## config.mk

```make
export PLATFORM = sky130hd
export DESIGN_NAME = bsg_arb_mux_one_hot_rr
export DESIGN_NICKNAME = d
export VERILOG_FILES = /design/src/rtl/bsg_arb_mux_one_hot_rr.sv
export SDC_FILE = /design/constraint.sdc
export NUM_CORES = 1
export LEC_CHECK = 0
export BUFFER_PORTS_ARGS = -buffer_cell sky130_fd_sc_hd__buf_2
export CAP_MARGIN = 20
export CORE_MARGIN = 2
export CORE_UTILIZATION = 38
export CTS_BUF_LIST = sky130_fd_sc_hd__clkbuf_16
export DETAILED_ROUTE_END_ITERATION = 10
export PLACE_DENSITY = 0.88
export SKIP_CTS_REPAIR_TIMING = 1
export SLEW_MARGIN = 10
export SYNTH_ARGS = -nofsm -noshare
export SYNTH_HDL_FRONTEND = slang
export SYNTH_SLANG_ARGS = --single-unit
```

## constraint.sdc

```tcl
create_clock -name clk_i -period 1.9 [get_ports clk_i]
set_input_delay 0.38 -clock clk_i [delete_from_list [all_inputs] [get_ports clk_i]]
set_output_delay 0.38 -clock clk_i [all_outputs]
set_load 0.03 [all_outputs]
```

## src/rtl/bsg_arb_mux_one_hot_rr.sv

```systemverilog
// bsg_arb_mux_one_hot_rr
//
// Arbitrates among els_p requesters and selects the winner's data through a
// one-hot AND-OR mux. The result goes into a single output register with a
// valid/yumi handshake. The register accepts a new word when it is empty or
// when downstream consumes the current word in the same cycle, so the block
// sustains one transfer per cycle.
//
// Build option:
//   BSG_ARB_MUX_ROUND_ROBIN_EN  defined   -> round-robin arbitration. The
//                                            search starts at ptr and the
//                                            pointer moves past each winner.
//                               undefined -> fixed priority. The lowest set
//                                            index wins and there is no
//                                            pointer.
//
// Parameters:
//   width_p        data width of one element
//   els_p          number of requesters (1..16)
//
// Ports:
//   clk_i          clock; all state updates on the rising edge
//   reset_i        asynchronous, active-high reset
//   v_i            per-requester valid
//   data_i         requester k data in bits [k*width_p +: width_p]
//   yumi_o         one-hot consume of the granted requester
//   v_o            output register holds valid data
//   data_o         registered selected data
//   sel_one_hot_o  registered one-hot tag of the source of data_o
//   yumi_i         downstream consumes data_o this cycle

module bsg_arb_mux_one_hot_rr #(
  parameter int width_p = 41,
  parameter int els_p   = 4
) (
  input  logic                       clk_i,
  input  logic                       reset_i,
  input  logic [els_p-1:0]           v_i,
  input  logic [els_p*width_p-1:0]   data_i,
  output logic [els_p-1:0]           yumi_o,
  output logic                       v_o,
  output logic [width_p-1:0]         data_o,
  output logic [els_p-1:0]           sel_one_hot_o,
  input  logic                       yumi_i
);

  logic               accept;
  logic [els_p-1:0]   grant;
  logic [width_p-1:0] selected;

  // The output register can take a new word when it is empty or being drained.
  assign accept = ~v_o | yumi_i;

`ifdef BSG_ARB_MUX_ROUND_ROBIN_EN
  localparam int ptr_w_lp = (els_p > 1) ? $clog2(els_p) : 1;

  logic [ptr_w_lp-1:0] ptr_r;
  logic [ptr_w_lp-1:0] grant_idx;

  // Walk the requesters starting at ptr, wrapping modulo els_p, and grant the
  // first valid one. The sum ptr+i is at most 2*els_p-2, so a single
  // conditional subtract is enough to wrap it back into range.
  always_comb begin : rr_search
    int                  idx;
    logic                found;
    logic [ptr_w_lp-1:0] cand;
    grant     = '0;
    grant_idx = '0;
    found     = 1'b0;
    idx       = 0;
    cand      = '0;
    for (int i = 0; i < els_p; i++) begin
      idx = int'(ptr_r) + i;
      if (idx >= els_p) idx = idx - els_p;
      cand = ptr_w_lp'(idx);
      if (!found && v_i[cand]) begin
        grant[cand] = 1'b1;
        grant_idx   = cand;
        found       = 1'b1;
      end
    end
  end

  // The pointer moves one past the winner on every transfer so that the
  // winner gets the lowest priority next time. With els_p=1 the only index is
  // also the last one, so the pointer always wraps back to 0.
  always_ff @(posedge clk_i or posedge reset_i) begin
    if (reset_i) begin
      ptr_r <= '0;
    end else if (accept && (|grant)) begin
      if (grant_idx == ptr_w_lp'(els_p - 1))
        ptr_r <= '0;
      else
        ptr_r <= grant_idx + ptr_w_lp'(1);
    end
  end
`else
  // Fixed priority: the lowest-indexed valid requester wins.
  always_comb begin : fixed_search
    logic found;
    grant = '0;
    found = 1'b0;
    for (int i = 0; i < els_p; i++) begin
      if (!found && v_i[i]) begin
        grant[i] = 1'b1;
        found    = 1'b1;
      end
    end
  end
`endif

  // Reset forces yumi_o low directly. While reset_i is high, v_o is already
  // 0, which makes accept 1, so accept alone would not block a consume.
  assign yumi_o = (accept && !reset_i) ? grant : '0;

  // One-hot AND-OR mux. Only the granted element can contribute bits.
  always_comb begin
    selected = '0;
    for (int k = 0; k < els_p; k++) begin
      selected = selected | (data_i[k*width_p +: width_p] & {width_p{grant[k]}});
    end
  end

  // Output register. It loads the winner on accept and goes empty on accept
  // with no requester. Under backpressure it holds.
  always_ff @(posedge clk_i or posedge reset_i) begin
    if (reset_i) begin
      v_o           <= 1'b0;
      data_o        <= '0;
      sel_one_hot_o <= '0;
    end else if (accept) begin
      if (|grant) begin
        v_o           <= 1'b1;
        data_o        <= selected;
        sel_one_hot_o <= grant;
      end else begin
        v_o <= 1'b0;
      end
    end
  end

endmodule

```

==> results of run 1 <==
per-stage QoR:
step	total power [mW]	instances	utilization (%)
floorplan	1.828	399	-
global placement	2.204	697	53.08
detailed placement	2.233	697	53.08
CTS	3.232	705	55.18
global route	3.377	705	55.18
finish	3.209	705	55.18
cells in the final DEF (no fill, tap or decap), drive strengths merged:
cell type,synthesis,final
nor4b,2,2
a21oi,82,82
nor3,2,2
mux2,1,1
nand3b,42,42
a22o,41,41
nor2,1,1
clkbuf,36,5
nor2b,1,1
and3,2,2
a31oi,41,41
or4,1,1
inv,44,43
clkinvlp,0,3
and2,1,1
buf,7,236
nand2,43,43
o21ai,4,4
nand2b,2,2
dfrtp,46,46
bufinv,0,1
where the power goes:
group | switching (mW) | internal [mW] | total, mW
Clock | 0.373 | 0.620 | 0.993
Combinational | 0.638 | 0.409 | 1.05
Sequential | 0.0656 | 1.10 | 1.17
registers in the layout, summed over array words and instances (netlist names):
signal and flops:
data_o 41, sel_one_hot_o 4, v_o 1
worst min-delay path by stage:
stage | from | end | depth (start not counted)
3_5_place_dp | reset_i | data_o[37]$_DFFE_PP0P_ | 3
4_1_cts | reset_i | data_o[37]$_DFFE_PP0P_ | 3
3_3_place_gp | sel_one_hot_o[0]$_DFFE_PP0P_ | sel_one_hot_o[0]$_DFFE_PP0P_ | 1
5_1_grt | reset_i | data_o[37]$_DFFE_PP0P_ | 3
6_report | reset_i | data_o[37]$_DFFE_PP0P_ | 3
2_1_floorplan | reset_i | data_o[0]$_DFFE_PP0P_ | 1
cells by family after synthesis:
family          Yosys count
flops                    46
compound gates          168
simple gates             97
buf+inv                  87
mux                       1
synth_stat cells, drive strengths merged:
| cell | instances | area, µm² |
|---|---|---|
| o21ai | 4 | 20.02 |
| clkbuf | 36 | 135.1 |
| nor2b | 1 | 6.260 |
| mux2 | 1 | 15.01 |
| nor2 | 1 | 3.750 |
| inv | 44 | 165.2 |
| a22o | 41 | 359.1 |
| and3 | 2 | 12.51 |
| nand3b | 42 | 315.3 |
| and2 | 1 | 6.260 |
| or4 | 1 | 7.510 |
| a31oi | 41 | 256.5 |
| buf | 7 | 72.56 |
| nand2 | 43 | 161.4 |
| nor4b | 2 | 23.77 |
| a21oi | 82 | 410.4 |
| dfrtp | 46 | 1151 |
| nor3 | 2 | 10.01 |
| nand2b | 2 | 12.51 |
worst max-delay path, cell delays in order:
cell,delay (ns)
sky130_fd_sc_hd__buf_2,0.13
sky130_fd_sc_hd__buf_4,0.18
sky130_fd_sc_hd__nor4b_4,0.29
sky130_fd_sc_hd__and3_2,0.22
sky130_fd_sc_hd__buf_2,0.19
layer usage:
metal	vias up	wire length, µm	track usage, %	share of wire (%)
met4	0	198	6.643	1.9
met2	179	5303	40.60	51
met5	-	0	0	0
met3	22	742	3.990	7.1
li1	1820	-	-	-
met1	1749	4247	27.57	40
final cells by class:
type,instances,area (µm²)
Sequential cell,46,1151
Multi-Input combinational cell,266,1645
Fill cell,762,3646
Tap cell,105,131.4
Timing Repair Buffer,236,1221
Inverter,44,168.9
Clock inverter,3,45.04
Clock buffer,5,125.1
==> Flow_metrics.wiki, run 1 <==
{| class="wikitable"
! Metric !! Value
|-
| Number of buffers created by CTS || 5
|-
| Number of clock sinks || 46
|-
| Worst hold path type || input port to async pin
|-
| Net count after synthesis || 570
|-
| Element type at the critical path start || input port
|-
| Via total after detailed routing || 3770
|-
| Cell area after technology mapping || 3144 µm²
|-
| Clk slew on worst S/H paths || 0.07 ns
|-
| Period Utilization, post-route || 93.22%
|-
| Pre-CTS setup slack || 0.09118 ns
|-
| Top Ports || 221
|-
| CTS H-Tree Depth || 2
|-
| Final-layout worst hold slack || 0.2113 ns
|-
| Hold Vio Cnt, Final || 0
|-
| Number of max-capacitance violations reported || 0
|-
| Clock tree skew after final layout || 0.004209 ns
|-
| Setup Viol. Count Final || 0
|-
| Post-DP HPWL || 8037 µm
|-
| Register area share after synthesis || 36.61%
|-
| Iteration-0 DRC Markers || 123
|-
| Data arrival time of the critical path || 1.39 ns
|-
| Full die area || 9018 µm²
|-
| Minimum setup slack in the final design || 0.1288 ns
|-
| Post-Synth Simple-Gate Area || 17.79%
|-
| Xor/xnor share of the synthesized area || 0%
|-
| Area of the placeable core || 8134 µm²
|-
| Minimum clock period || 1.771 ns
|-
| Synthesis-to-layout area growth || 42.74%
|-
| Later-pin clock latency in the skew report || 0.28 ns
|-
| Cell chosen for the clock root || sky130_fd_sc_hd__clkbuf_16
|-
| Peak supply drop || 476.4 µV
|-
| Post-synthesis register bit count || 46
|-
| Synth Area per Inst || 7.880 µm²
|-
| Worst reg2reg startpoint || v_o$_DFFE_PP0P_
|-
| Placement Cell Area || 4318 µm²
|-
| Vertical die dimension || 94.97 µm
|-
| Post-route DRC violation count || 0
|-
| Global placement routability congestion || 0.8263
|-
| Compound-gate portion of the synthesized area || 33.27%
|-
| Dominant combinational cell family by area after synthesis || compound AO/OA/AOI/OAI gates
|-
| RSZ-0062 raised after global routing || false
|-
| Detailed-route wire length per cell || 14.88 µm
|-
| Wire length of the first global-routing pass || 16250 µm
|-
| PD cells || 715.0 nW/µm²
|-
| Multiplexer area fraction after synthesis || 0.4775%
|-
| CTS tree || built
|-
| Mapped Cells || 399
|-
| Crit Reg-Reg Endpoint || data_o[21]$_DFFE_PP0P_
|-
| First-pass iteration count of the detailed router || 5
|-
| Nets || 770
|-
| Post-Synth Adder-Cell Area || 0%
|-
| Number of antenna violations at the first check in global routing || 0
|-
| Slew margin rel. || 54.35%
|-
| Final-report max-slew violation count || 0
|-
| Remaining antenna violation count after routing || 0
|-
| Endpoint of the most critical setup path || yumi_o[3]
|-
| Largest driver fanout on the critical path || 10
|-
| Least-Margin Pin Slew || 0.6847 ns
|-
| Count of distinct cell types in the synthesized netlist || 21
|-
| Chip width || 94.97 µm
|-
| Critical path class || input port to output pin
|-
| Syn. warnings || 0
|-
| Number of antenna diodes || 0
|-
| Worst r2r path cells || 4
|-
| Overall overflow remaining after global route || 0
|-
| CP endpoint kind || output pin
|-
| Pin count of the biggest net entering global routing || 71
|-
| Total wirelength of the detailed-routed design || 10490 µm
|-
| Number of vias per cell after detailed routing || 5.348
|-
| Worst setup startpoint || v_i[0]
|-
| Static leakage || 2.240 nW
|-
| Design Area, Final || 4488 µm²
|-
| Tot GR Track Use || 22.62%
|-
| Number of buffers on the longest clock path || 2
|-
| Count of port buffers added during placement || 220
|-
| Fraction of layout instances using a drive strength above 1 || 42.00%
|-
| FP Rows || 33
|-
| Total Neg Setup Slack || 0 ns
|-
| Worst EP required || 1.52 ns
|-
| Effective utilization at floorplan || 38.66%
|-
| Max Clk Rate || 564.6 MHz
|-
| Slack of the worst reg-to-reg path || 0.61 ns
|-
| Vias in the first global route || 3542
|-
| Outcome || completed
|}
(Power assumes the default switching activity.)
==> run 2, diff against run 1 <==
==> constraint.sdc (replaced) <==
create_clock -name clk_i -period 1.55 [get_ports clk_i]
set_input_delay 0.31 -clock clk_i [delete_from_list [all_inputs] [get_ports clk_i]]
set_output_delay 0.31 -clock clk_i [all_outputs]
set_load 0.03 [all_outputs]
==> Flow_metrics.wiki, run 2 (same netlist as run 1, synthesis figures left out) <==
{| class="wikitable"
! Metric !! Value
|-
| Outcome || completed
|-
| Critical path class || register to output pin
|-
| Global placement routability congestion || 0.8017 (-3.0%)
|-
| First-pass iteration count of the detailed router || 4 (-1)
|-
| Pin count of the biggest net entering global routing || 51 (-28%)
|-
| RSZ-0062 raised after global routing || true
|-
| Largest delay contributor family on the critical path || flip-flops
|-
| Iteration-0 DRC Markers || 146 (+19%)
|-
| Hold Vio Cnt, Final || 0 (unchanged)
|-
| Slack of the worst reg-to-reg path || 0.36 ns (-0.25 ns)
|-
| Top Ports || 221 (unchanged)
|-
| Tot GR Track Use || 23.53% (+0.91 points)
|-
| Clock tree skew after final layout || 0.002787 ns (-0.001422 ns)
|-
| Slew margin rel. || 71.66% (+17 points)
|-
| Max Clk Rate || 648.3 MHz
|-
| Slowest stage cell, crit path || sky130_fd_sc_hd__dfrtp_1
|-
| Commonest non-fill, non-tap cell in the layout || sky130_fd_sc_hd__buf_2
|-
| Fill cell total of the finished layout || 745 (-2.2%)
|-
| Data arrival time of the critical path || 1.23 ns (-0.16 ns)
|-
| Peak supply drop || 463.9 µV (-2.6%)
|-
| Least-Margin Pin Slew || 0.4251 ns (-0.2596 ns)
|-
| Number of buffers created by CTS || 5 (unchanged)
|-
| Vias in the first global route || 3648 (+3.0%)
|-
| Worst EP required || 1.24 ns (-0.28 ns)
|-
| Period Utilization, post-route || 99.51%
|-
| Vertical die dimension || 94.97 µm (unchanged)
|-
| Area of the placeable core || 8134 µm² (unchanged)
|-
| FP Rows || 33 (unchanged)
|-
| Static leakage || 2.319 nW (+3.5%)
|-
| Number of clock sinks || 46 (unchanged)
|-
| Critical path, cell by cell || nor2b_4 > nor4b_4 > buf_6
|-
| CP endpoint kind || output pin
|-
| Effective utilization at floorplan || 38.66% (unchanged)
|-
| Final-report max-slew violation count || 0 (unchanged)
|-
| Via total after detailed routing || 3806 (+0.95%)
|-
| Setup Viol. Count Final || 0 (unchanged)
|-
| Wire length of the first global-routing pass || 16840 µm (+3.6%)
|-
| Cell chosen for the clock root || sky130_fd_sc_hd__clkbuf_16
|-
| Worst hold path type || input port to async pin
|-
| CTS H-Tree Depth || 2 (unchanged)
|-
| Pre-CTS setup slack || -0.06065 ns (-0.1518 ns)
|-
| Number of buffers on the longest clock path || 2 (unchanged)
|-
| Minimum clock period || 1.542 ns
|-
| Nets || 777 (+0.91%)
|-
| Element type at the critical path start || register
|-
| Final-layout worst hold slack || 0.1736 ns (-0.03763 ns)
|-
| Number of max-capacitance violations reported || 0 (unchanged)
|-
| Synthesis-to-layout area growth || 47.27%
|-
| Flip-flop count of the largest register, all copies and words added || 41 (unchanged)
|-
| Post-route DRC violation count || 0 (unchanged)
|-
| Biggest register || data_o
|-
| Number of antenna diodes || 0 (unchanged)
|-
| Top flop regs || data_o: 41 flops, sel_one_hot_o: 4 flops, v_o: 1 flops
|-
| Clk slew on worst S/H paths || 0.06 ns (about the same)
|-
| Most frequent cells in the layout || 218 x sky130_fd_sc_hd__buf_2, 82 x sky130_fd_sc_hd__a21oi_1, 46 x sky130_fd_sc_hd__dfrtp_1
|-
| Largest driver fanout on the critical path || 4 (-6)
|-
| Number of antenna violations at the first check in global routing || 0 (unchanged)
|-
| CTS tree || built
|-
| Post-DP HPWL || 8557 µm (+6.5%)
|-
| Detailed-route wire length per cell || 15.27 µm (+2.6%)
|-
| Critical path buffers and inverters || 1 (-2)
|-
| Overall overflow remaining after global route || 0 (unchanged)
|-
| Number of vias per cell after detailed routing || 5.346 (about the same)
|-
| Fraction of layout instances using a drive strength above 1 || 43.16% (+1.2 points)
|-
| Total wirelength of the detailed-routed design || 10870 µm (+3.6%)
|-
| Minimum setup slack in the final design || 0.007562 ns (-0.1212 ns)
|-
| Chip width || 94.97 µm (unchanged)
|-
| Count of port buffers added during placement || 220 (unchanged)
|-
| Remaining antenna violation count after routing || 0 (unchanged)
|-
| Full die area || 9018 µm² (unchanged)
|-
| PD cells || 855.7 nW/µm² (+20%)
|-
| Biggest cell delay along the critical path || 0.40 ns (+0.11 ns)
|-
| Later-pin clock latency in the skew report || 0.28 ns (about the same)
|}
[run 2: area by class of cell]
class	instances	area, µm²	area share [%]
inverters	44	168.9	3.648
clock buffers	5	125.1	2.702
clock inverters	3	40.04	0.8646
repair buffers	243	1333	28.78
flip-flops and latches	46	1151	24.86
multi-input cells	266	1682	36.31
well taps	105	131.4	2.837
[run 2: path summary, 6_finish.rpt]
| check | startpoint | endpoint | cells past startpoint |
|---|---|---|---|
| max in group asynchronous | reset_i | data_o[14]$_DFFE_PP0P_ | 3 |
| hold reg to reg | sel_one_hot_o[2]$_DFFE_PP0P_ | sel_one_hot_o[2]$_DFFE_PP0P_ | 2 |
| setup / recovery | v_o$_DFFE_PP0P_ | yumi_o[1] | 3 |
| setup reg to reg | v_o$_DFFE_PP0P_ | data_o[14]$_DFFE_PP0P_ | 4 |
| hold / removal | reset_i | v_o$_DFFE_PP0P_ | 3 |
| min in group clk_i | data_i[144] | data_o[21]$_DFFE_PP0P_ | 3 |
[run 2: routing by layer]
layer | track usage (%) | routed length [µm] | vias up
met4 | 6.401 | 117 | 0
met3 | 4.230 | 766 | 12
met1 | 26.80 | 4126 | 1773
li1 | - | - | 1833
met5 | 0 | 0 | -
met2 | 44.68 | 5858 | 188
[run 2: metrics by stage]
stage | cell area (µm²) | power, mW | TNS, ns | instances | utilization [%]
floorplan | 3252 | 2.263 | -3.146 | 399 | -
global placement | 4442 | 2.743 | -0.02120 | 703 | 54.61
detailed placement | 4442 | 2.790 | -1.249 | 703 | 54.61
CTS | 4607 | 3.981 | -0.2507 | 711 | 56.64
global route | 4631 | 4.160 | -0.05954 | 712 | 56.93
finish | 4631 | 3.963 | 0 | 712 | 56.93
[run 2: worst min-delay path: stages]
cell and delay [ns]:
sky130_fd_sc_hd__buf_2 0.15, sky130_fd_sc_hd__clkinvlp_4 0.10, sky130_fd_sc_hd__buf_4 0.27
[run 2: report_power, final]
part | switching, mW | internal [mW] | total (mW)
clock | 0.437 | 0.755 | 1.19
sequential | 0.0857 | 1.35 | 1.44
combinational | 0.800 | 0.532 | 1.33
==> run 3, diff against run 2 <==
--- a/config.mk
+++ b/config.mk
@@ -9,7 +9,6 @@
 export CAP_MARGIN = 20
 export CORE_MARGIN = 2
 export CORE_UTILIZATION = 38
-export CTS_BUF_LIST = sky130_fd_sc_hd__clkbuf_16
 export DETAILED_ROUTE_END_ITERATION = 10
 export PLACE_DENSITY = 0.88
 export SKIP_CTS_REPAIR_TIMING = 1
==> Flow_metrics.wiki, run 3 (same netlist as run 1, synthesis figures left out) <==
{| class="wikitable"
! Metric !! Value
|-
| Worst hold path type || input port to async pin
|-
| CP endpoint kind || output pin
|-
| Post-DP HPWL || 8557 µm (unchanged)
|-
| Fraction of layout instances using a drive strength above 1 || 43.26% (+0.093 points)
|-
| Internal power || 2.361 mW (-11%)
|-
| Post-route DRC violation count || 0 (unchanged)
|-
| Static leakage || 2.298 nW (-0.91%)
|-
| Slew margin rel. || 71.61% (about the same)
|-
| Fraction of power spent switching nets || 35.27% (+1.9 points)
|-
| Global routing met3 resource utilization || 4.230% (unchanged)
|-
| Period Utilization, post-route || 100.3% (+0.82 points)
|-
| First-pass iteration count of the detailed router || 5 (+1)
|-
| Fill cell total of the finished layout || 750 (+0.67%)
|-
| Clk slew on worst S/H paths || 0.08 ns (+0.02 ns)
|-
| Top flop regs || data_o: 41 flops, sel_one_hot_o: 4 flops, v_o: 1 flops
|-
| Largest driver fanout on the critical path || 3 (-1)
|-
| Number of antenna violations at the first check in global routing || 0 (unchanged)
|-
| Portion of total power attributed to sequential cells || 39.4% (+3.1 points)
|-
| DP Cell Count || 703 (unchanged)
|-
| PD cells || 794.6 nW/µm² (-7.1%)
|-
| Biggest register || data_o
|-
| Commonest non-fill, non-tap cell in the layout || sky130_fd_sc_hd__buf_2
|-
| Placement Cell Area || 4442 µm² (unchanged)
|-
| Remaining antenna violation count after routing || 0 (unchanged)
|-
| Number of max-capacitance violations reported || 0 (unchanged)
|-
| Max Clk Rate || 643.0 MHz (-0.81%)
|-
| Share of power burned in the clock network || 24.0% (-6.1 points)
|-
| Met1 usage in global routing || 26.80% (unchanged)
|-
| Clock tree skew after final layout || 0.002861 ns (+0.00007320 ns)
|-
| Combinational cell fraction of total power || 36.7% (+3.1 points)
|-
| Vertical die dimension || 94.97 µm (unchanged)
|-
| Nets || 778 (+0.13%)
|-
| Final-report max-slew violation count || 0 (unchanged)
|-
| Number of antenna diodes || 0 (unchanged)
|-
| Number of clock sinks || 46 (unchanged)
|-
| Iteration-0 DRC Markers || 121 (-17%)
|-
| Global placement routability congestion || 0.8017 (unchanged)
|-
| CTS H-Tree Depth || 2 (unchanged)
|-
| Number of buffers on the longest clock path || 2 (unchanged)
|-
| Area of the placeable core || 8134 µm² (unchanged)
|-
| Via total after detailed routing || 3791 (-0.39%)
|-
| Vias in the first global route || 3646 (-0.055%)
|-
| Violated checks || negative setup slack
|-
| CTS tree || built
|-
| Count of port buffers added during placement || 220 (unchanged)
|-
| Tot GR Track Use || 23.60% (+0.067 points)
|-
| Full die area || 9018 µm² (unchanged)
|-
| Top Ports || 221 (unchanged)
|-
| Critical path class || register to output pin
|-
| Effective utilization at floorplan || 38.66% (unchanged)
|-
| Pin count of the biggest net entering global routing || 51 (unchanged)
|-
| Minimum clock period || 1.555 ns (+0.01266 ns)
|-
| Final total power || 3.648 mW (-8.0%)
|-
| Least-Margin Pin Slew || 0.4258 ns (+0.0007489 ns)
|-
| FP Rows || 33 (unchanged)
|-
| Final core utilization || 56.44% (-0.49 points)
|-
| Design Area, Final || 4591 µm² (-0.86%)
|-
| Switching pwr || 1.287 mW (-2.7%)
|-
| Minimum setup slack in the final design || -0.005094 ns (-0.01266 ns)
|-
| Synthesis-to-layout area growth || 46.00%
|-
| Chip width || 94.97 µm (unchanged)
|-
| Flip-flop count of the largest register, all copies and words added || 41 (unchanged)
|-
| Hold Vio Cnt, Final || 0 (unchanged)
|-
| Busiest layer in global routing || met2
|-
| Element type at the critical path start || register
|-
| Later-pin clock latency in the skew report || 0.29 ns (about the same)
|-
| Total wirelength of the detailed-routed design || 10870 µm (about the same)
|-
| Number of buffers created by CTS || 5 (unchanged)
|-
| Wire length of the first global-routing pass || 16840 µm (unchanged)
|-
| Global-route track usage on met2 || 44.74% (+0.059 points)
|-
| Number of vias per cell after detailed routing || 5.317 (-0.53%)
|-
| Setup Viol. Count Final || 1 (+1)
|-
| Cell chosen for the clock root || sky130_fd_sc_hd__clkbuf_8
|-
| Slack of the worst reg-to-reg path || 0.35 ns (about the same)
|-
| Detailed-route wire length per cell || 15.24 µm (-0.18%)
|-
| Outcome || complete, but fails checks
|-
| Data arrival time of the critical path || 1.25 ns (+0.02 ns)
|-
| RSZ-0062 raised after global routing || true
|-
| Final standard cell count with taps included and fillers excluded || 713 (+0.14%)
|-
| Total Neg Setup Slack || -0.005094 ns (-0.005094 ns)
|-
| Most frequent cells in the layout || 216 x sky130_fd_sc_hd__buf_2, 82 x sky130_fd_sc_hd__a21oi_1, 46 x sky130_fd_sc_hd__dfrtp_1
|-
| Worst EP required || 1.24 ns (about the same)
|-
| Peak supply drop || 351.7 µV (-24%)
|-
| Overall overflow remaining after global route || 0 (unchanged)
|}
## run 3: through the flow
stage | worst slack (ns) | hold WS, ns
global route | -0.08369 | 0.1818
CTS | -0.1465 | 0.1559
detailed placement | -0.06065 | 0.4779
floorplan | -0.1859 | 0.3356
finish | -0.005094 | 0.1588
global placement | -0.01368 | 0.4644
## run 3: per-layer routing
layer	part of all wire (%)	wire length, µm
met1	39	4223
met2	53	5792
met3	6.3	681
met4	1.6	169
met5	0	0
## run 3: power groups by stage
stage | sequential (mW) | clock [mW] | combinational [mW]
3_5_place_dp | 1.46 | 0 | 1.33
4_1_cts | 1.44 | 0.901 | 1.33
2_1_floorplan | 1.76 | 0 | 0.502
5_1_grt | 1.46 | 0.947 | 1.45
3_3_place_gp | 1.46 | 0 | 1.29
6_report | 1.44 | 0.874 | 1.34
## run 3: cell type report
class                   instances  area [µm²]  share of cell area (%)
clock buffers                   5       68.82                   1.499
clock inverters                 3       40.04                  0.8722
inverters                      44       168.9                   3.679
multi-input cells             266        1682                   36.63
flip-flops and latches         46        1151                   25.07
well taps                     105       131.4                   2.862
repair buffers                244        1349                   29.38
## run 3: worst paths after layout
path / endpoint / from / cells past startpoint
hold / removal: v_o$_DFFE_PP0P_ / reset_i / 3
setup reg to reg: data_o[14]$_DFFE_PP0P_ / v_o$_DFFE_PP0P_ / 4
hold reg to reg: data_o[15]$_DFFE_PP0P_ / data_o[15]$_DFFE_PP0P_ / 2
setup / recovery: yumi_o[1] / v_o$_DFFE_PP0P_ / 3
max in group asynchronous: data_o[12]$_DFFE_PP0P_ / reset_i / 3
min in group clk_i: data_o[21]$_DFFE_PP0P_ / data_i[144] / 3
## run 3: worst max-delay path: stages (launching register included)
cell and delay [ns]:
sky130_fd_sc_hd__dfrtp_1 0.41, sky130_fd_sc_hd__nor2b_4 0.16, sky130_fd_sc_hd__nor4b_4 0.22, sky130_fd_sc_hd__buf_6 0.17
